File: src/rtl/wb_master_bridge.sv
// Wishbone classic single-transfer master: valid/ready request in, one-cycle response pulse out.
// Define WBM_TIMEOUT_EN to abort a bus cycle with rsp_err_o after TIMEOUT_CYCLES without ack_i.
module wb_master_bridge #(
  parameter int unsigned AW             = 32,
  parameter int unsigned DW             = 32,
  parameter int unsigned TIMEOUT_CYCLES = 255
) (
  input  logic            clk_i,
  input  logic            rst_n_i,
  // Core-side request/response
  input  logic            req_valid_i,
  output logic            req_ready_o,
  input  logic            req_we_i,
  input  logic [AW-1:0]   req_addr_i,
  input  logic [DW/8-1:0] req_sel_i,
  input  logic [DW-1:0]   req_wdata_i,
  output logic            rsp_valid_o,
  output logic [DW-1:0]   rsp_rdata_o,
  output logic            rsp_err_o,
  // Wishbone initiator
  output logic            cyc_o,
  output logic            stb_o,
  output logic            we_o,
  output logic [DW/8-1:0] sel_o,
  output logic [AW-1:0]   adr_o,
  output logic [DW-1:0]   dat_o,
  input  logic [DW-1:0]   dat_i,
  input  logic            ack_i
);

  typedef enum logic [1:0] {StIdle, StBus, StResp} state_e;

  state_e state_q;

  assign req_ready_o = (state_q == StIdle);

`ifdef WBM_TIMEOUT_EN
  localparam int unsigned CntW = $clog2(TIMEOUT_CYCLES + 1);
  // Last BUS cycle that may still complete normally; no ack by then means abort.
  localparam logic [CntW-1:0] CntLast = CntW'(TIMEOUT_CYCLES - 1);

  logic [CntW-1:0] tmo_cnt_q;
`else
  logic unused_tmo;
  assign unused_tmo = ^TIMEOUT_CYCLES;
  assign rsp_err_o  = 1'b0;
`endif

  always_ff @(posedge clk_i or negedge rst_n_i) begin
    if (!rst_n_i) begin
      state_q     <= StIdle;
      cyc_o       <= 1'b0;
      stb_o       <= 1'b0;
      we_o        <= 1'b0;
      sel_o       <= '0;
      adr_o       <= '0;
      dat_o       <= '0;
      rsp_valid_o <= 1'b0;
      rsp_rdata_o <= '0;
`ifdef WBM_TIMEOUT_EN
      rsp_err_o   <= 1'b0;
      tmo_cnt_q   <= '0;
`endif
    end else begin
      rsp_valid_o <= 1'b0;
`ifdef WBM_TIMEOUT_EN
      rsp_err_o   <= 1'b0;
`endif
      unique case (state_q)
        StIdle: begin
          if (req_valid_i) begin
            we_o    <= req_we_i;
            adr_o   <= req_addr_i;
            sel_o   <= req_sel_i;
            dat_o   <= req_wdata_i;
            cyc_o   <= 1'b1;
            stb_o   <= 1'b1;
            state_q <= StBus;
`ifdef WBM_TIMEOUT_EN
            tmo_cnt_q <= '0;
`endif
          end
        end
        StBus: begin
          // ack wins over a simultaneous timeout; leaving BUS makes a level ack harmless
          if (ack_i) begin
            cyc_o       <= 1'b0;
            stb_o       <= 1'b0;
            rsp_valid_o <= 1'b1;
            state_q     <= StResp;
            if (!we_o) begin
              rsp_rdata_o <= dat_i;
            end
          end
`ifdef WBM_TIMEOUT_EN
          else if (tmo_cnt_q == CntLast) begin
            cyc_o       <= 1'b0;
            stb_o       <= 1'b0;
            rsp_valid_o <= 1'b1;
            rsp_err_o   <= 1'b1;
            state_q     <= StResp;
          end else begin
            tmo_cnt_q <= tmo_cnt_q + 1'b1;
          end
`endif
        end
        StResp: begin
          state_q <= StIdle;
        end
        default: begin
          state_q <= StIdle;
        end
      endcase
    end
  end

endmodule

File: config.mk
export PLATFORM = sky130hd
export DESIGN_NAME = wb_master_bridge
export DESIGN_NICKNAME = d
export VERILOG_FILES = /design/src/rtl/wb_master_bridge.sv
export SDC_FILE = /design/constraint.sdc
export NUM_CORES = 1
export LEC_CHECK = 0
export BUFFER_PORTS_ARGS = -buffer_cell sky130_fd_sc_hd__buf_2
export CORE_ASPECT_RATIO = 1.75
export CORE_UTILIZATION = 47
export CTS_BUF_LIST = sky130_fd_sc_hd__clkbuf_4 sky130_fd_sc_hd__clkbuf_8
export DETAILED_ROUTE_END_ITERATION = 10
export PLACE_DENSITY = 0.86
export SLEW_MARGIN = 25
export SYNTH_ARGS = -nofsm -noshare
export SYNTH_HDL_FRONTEND = slang
export SYNTH_SLANG_ARGS = --single-unit
File: constraint.sdc
create_clock -name clk_i -period 2 [get_ports clk_i]
set_input_delay 0.1 -clock clk_i [delete_from_list [all_inputs] [get_ports clk_i]]
set_output_delay 0.1 -clock clk_i [all_outputs]
set_load 0.02 [all_outputs]
==> impl_results.html <==
<table>
<tr><th>Metric</th><th>Value</th></tr>
<tr><th colspan="2">Route</th></tr>
<tr><td>Post-detailed-route wirelength per cell</td><td>17.9 um</td></tr>
<tr><td>Count of nets left with antenna violations after detail routing</td><td>0</td></tr>
<tr><td>Starting DRC count in detailed routing</td><td>103</td></tr>
<tr><td>Detailed-route vias per instance</td><td>4.81</td></tr>
<tr><td>DRC errors left</td><td>0</td></tr>
<tr><td>DRT Wirelength</td><td>12000 um</td></tr>
<tr><td>Number of iterations in the first detailed-routing pass</td><td>4</td></tr>
<tr><td>DR vias</td><td>3215</td></tr>
<tr><th colspan="2">Setup path</th></tr>
<tr><td>Logic depth of the worst register-to-register path</td><td>3</td></tr>
<tr><td>Reg-to-reg critical path endpoint</td><td>dat_o[16]</td></tr>
<tr><td>Worst EP required</td><td>2.26 ns</td></tr>
<tr><td>Critical Path End Type</td><td>flip-flop</td></tr>
<tr><td>Crit path largest cell delay</td><td>0.47 ns</td></tr>
<tr><td>Buffers &amp; Inverters on Critical Path</td><td>1</td></tr>
<tr><td>Startpoint-to-endpoint class of the critical path</td><td>flip-flop to flip-flop</td></tr>
<tr><td>Crit path launch type</td><td>flip-flop</td></tr>
<tr><td>Worst setup slack for register-to-register paths</td><td>0.33 ns</td></tr>
<tr><td>Worst r2r src</td><td>state_q[1]</td></tr>
<tr><td>Slowest stage cell, crit path</td><td>dfrtp_1</td></tr>
<tr><td>CP max FO</td><td>31</td></tr>
<tr><td>Worst-path cell chain</td><td>nor3b_4 -&gt; buf_4 -&gt; mux2_2</td></tr>
<tr><td>Cell type group with the largest total delay on the critical path</td><td>flip-flops</td></tr>
<tr><td>Arrival @ worst endpoint</td><td>1.93 ns</td></tr>
<tr><th colspan="2">Pwr</th></tr>
<tr><td>Fraction of power consumed by sequential logic</td><td>41.3%</td></tr>
<tr><td>Switching share of power</td><td>36.6%</td></tr>
<tr><td>Internal power</td><td>5.08 mW</td></tr>
<tr><td>Share of power burned in combinational logic</td><td>40.7%</td></tr>
<tr><td>Leak Pwr</td><td>3.16 nW</td></tr>
<tr><td>Highest ir drop seen on vdd</td><td>785 uV</td></tr>
<tr><td>Power per cell area</td><td>1240 nW/um^2</td></tr>
<tr><td>Part of the power in the clock network</td><td>18.0%</td></tr>
<tr><td>Reported net switching power</td><td>2.94 mW</td></tr>
<tr><th colspan="2">Global route</th></tr>
<tr><td>Tot GR Track Use</td><td>27.1%</td></tr>
<tr><td>First-pass GRT wire length</td><td>18000 um</td></tr>
<tr><td>Number of global-route vias before repair</td><td>3613</td></tr>
<tr><td>Total grt overflow</td><td>0</td></tr>
<tr><td>Maximum number of pins on one net before global-route repair</td><td>54</td></tr>
<tr><td>Number of antenna violations at the first check in global routing</td><td>2</td></tr>
<tr><th colspan="2">Synthesis</th></tr>
<tr><td>Leading cell types by total area after synthesis</td><td>dfrtp_1 65%, mux2_2 17%, mux2_4 11%, mux2_1 2.8%, buf_6 1.4%</td></tr>
<tr><td>Synth Instances</td><td>232</td></tr>
<tr><td>Yosys synthesis warning count</td><td>0</td></tr>
<tr><td>Avg Inst Size Synth</td><td>17.5 um^2</td></tr>
<tr><td>Cell taking the most area after synthesis</td><td>dfrtp_1</td></tr>
<tr><td>Number of flip-flops and latches in the synthesized netlist</td><td>105</td></tr>
<tr><td>Cell area after synthesis</td><td>4060 um^2</td></tr>
<tr><td>Synthesized net count</td><td>337</td></tr>
<tr><td>Cell variety after synth</td><td>16</td></tr>
<tr><td>Top-area cell type share of the netlist area</td><td>64.7%</td></tr>
<tr><td>Portion of the post-synthesis area used by sequential elements</td><td>64.7%</td></tr>
<tr><th colspan="2">Floorplanning</th></tr>
<tr><td>Die Span Y</td><td>125 um</td></tr>
<tr><td>Die area</td><td>9030 um^2</td></tr>
<tr><td>Die outline width</td><td>72.3 um</td></tr>
<tr><td>Initial cell density of the core</td><td>48.8%</td></tr>
<tr><td>I/O pin cnt</td><td>211</td></tr>
<tr><td>Core box area</td><td>8310 um^2</td></tr>
<tr><td>Std cell rows</td><td>44</td></tr>
<tr><th colspan="2">Timing</th></tr>
<tr><td>Final Setup Violations</td><td>0</td></tr>
<tr><td>RSZ-0062 raised after global routing</td><td>no</td></tr>
<tr><td>Number of failing hold endpoints at the final stage</td><td>0</td></tr>
<tr><td>Achievable clock frequency</td><td>598 MHz</td></tr>
<tr><td>Count of pins over their slew limit</td><td>0</td></tr>
<tr><td>Worst Skew</td><td>0.0129 ns</td></tr>
<tr><td>Clock period minus final worst setup slack</td><td>1.67 ns</td></tr>
<tr><td>Tcrit/Tclk final</td><td>83.6%</td></tr>
<tr><td>Setup Total Neg Slack</td><td>0 ns</td></tr>
<tr><th colspan="2">Placement</th></tr>
<tr><td>Last weighted congestion value of the routability-driven placer</td><td>0.755</td></tr>
<tr><td>Post-placement cell count</td><td>548</td></tr>
<tr><td>Number of I/O port buffers</td><td>209</td></tr>
<tr><td>Post-placement cell area</td><td>5240 um^2</td></tr>
<tr><td>Detailed-placement wirelength estimate</td><td>6840 um</td></tr>
<tr><th colspan="2">Finish</th></tr>
<tr><td>Layout-stage area growth over the synthesis result</td><td>59.8%</td></tr>
<tr><td>Layout Nets</td><td>651</td></tr>
<tr><td>FILL cells</td><td>452</td></tr>
<tr><td>Fraction of final layout cells with drive strength greater than 1</td><td>58.6%</td></tr>
<tr><td>Sequential cell area</td><td>2630 um^2</td></tr>
<tr><td>Final cell count without fillers</td><td>668</td></tr>
<tr><td>Multi-input logic area</td><td>1340 um^2</td></tr>
<tr><td>Area of all placed cells without fillers</td><td>6490 um^2</td></tr>
<tr><th colspan="2">Clock network</th></tr>
<tr><td>Post-CTS clock slew at the launch and capture registers of the worst setup and hold paths</td><td>0.10 ns</td></tr>
<tr><td>Worst-skew pair later-pin latency</td><td>0.37 ns</td></tr>
<tr><td>Maximum count of clock buffers along a single path</td><td>2</td></tr>
<tr><td>H-Tree Level Count</td><td>3</td></tr>
<tr><td>TritonCTS buffer count</td><td>9</td></tr>
<tr><td>Num Clock Sinks</td><td>105</td></tr>
<tr><td>TritonCTS clock tree</td><td>built</td></tr>
<tr><td>Root buffer cell</td><td>clkbuf_8</td></tr>
<tr><td># resized after CTS</td><td>0</td></tr>
<tr><th colspan="2">Worst hold path</th></tr>
<tr><td>Worst hold path depth</td><td>3</td></tr>
<tr><td>Worst hold path class</td><td>primary input to flip-flop</td></tr>
<tr><td>Launch instance of the worst min-delay path</td><td>req_valid_i</td></tr>
<tr><td>Endpoint of the worst hold-timing path</td><td>state_q[0]</td></tr>
<tr><th colspan="2">Outcome</th></tr>
<tr><td>Run status</td><td>finished, final reports clean</td></tr>
<tr><th colspan="2">Run</th></tr>
<tr><td>Max-cap violation count</td><td>0</td></tr>
</table>
## layout by cell type, fill, tap and decap left out, types with 3 or more instances in the layout
cell / count
buf_12: 3
buf_2: 208
buf_4: 3
clkbuf_8: 9
dfrtp_1: 105
dlygate4sd3_1: 102
mux2_1: 10
mux2_2: 61
mux2_4: 30
## state kept, by name, summed over array words and instances, names as in the netlist
name	cells
dat_o	32
adr_o	32
rsp_rdata_o	32
sel_o	4
we_o	1
state_q	2
rsp_valid_o	1
stb_o	1
## power by group through the flow
stage	registers, mW	logic [mW]	clock network (mW)
after CTS	3.26	3.21	1.47
after floorplan	4.20	1.00	0
after global placement	3.24	2.98	0
after global routing	3.38	3.41	1.55
after detailed placement	3.30	3.03	0
final	3.31	3.26	1.44
## per-layer routing
layer	vias to the layer above	wire [um]	GRT usage (%)
met3	47	511	4.43
met2	141	6710	48.5
met1	1589	4080	27.5
li1	1438	-	-
met4	0	667	18.8
met5	-	0	0
## cells in the mapped netlist
master   instances
a21oi_1          1
and3b_1          2
buf_2            6
buf_4            2
buf_6            5
conb_1           1
dfrtp_1        105
inv_1            2
mux2_1          10
mux2_2          61
mux2_4          30
mux2i_1          1
nor2_1           2
nor2b_1          1
nor3b_2          1
o21ai_0          2
## stage by stage
| step | util [%] | worst slack (ns) | total power, mW | hold slack, ns |
|---|---|---|---|---|
| global route | 78.0 | 0.238 | 8.33 | 0.0520 |
| global placement | 63.0 | 0.407 | 6.22 | 0.0763 |
| floorplan | - | 0.467 | 5.20 | -0.196 |
| finish | 78.0 | 0.329 | 8.02 | 0.0315 |
| CTS | 78.0 | 0.344 | 7.93 | 0.0232 |
| detailed placement | 63.0 | 0.360 | 6.33 | 0.0837 |
## cell type report
cell class	count	area share (%)
Antenna cell	2	0.0771
Tap cell	115	2.22
Clock inverter	6	1.41
Inverter	2	0.116
Multi-Input combinational cell	112	20.6
Clock buffer	10	2.03
Sequential cell	105	40.5
Timing Repair Buffer	316	33.1
## worst register-to-register path, stage by stage (launching register included)
cell,delay [ns]
dfrtp_1,0.47
nor3b_4,0.28
buf_4,0.41
mux2_2,0.42
## what timing repair did
item | CTS | global route
hold buffers | 102 | 0
hold endpoints to repair | 134 | 0
buffers inserted | 0 | 0
## cell families (layout without fill, tap and decap cells)
family / Yosys count / count (layout) / synth area share, %
AO/OA/AOI/OAI: 3 / 3 / 0.370
AND/OR/NAND/NOR: 6 / 6 / 1.08
buffers and inverters: 15 / 334 / 2.68
other: 1 / 3 / 0.0924
flip-flops: 105 / 105 / 64.7
multiplexers: 102 / 102 / 31.0
## worst max-delay path by stage
| stage | start | endpoint | slack, ns | cells past startpoint |
|---|---|---|---|---|
| final | state_q[1] | dat_o[16] | 0.33 | 3 |
| after global routing | state_q[1] | dat_o[16] | 0.24 | 3 |
| after detailed placement | state_q[1] | rsp_rdata_o[12] | 0.36 | 4 |
| after CTS | state_q[1] | dat_o[11] | 0.34 | 3 |
| after global placement | state_q[1] | adr_o[5] | 0.41 | 3 |
| after floorplan | state_q[1] | adr_o[24] | 0.47 | 4 |
Power figures use the tool's default switching activity.
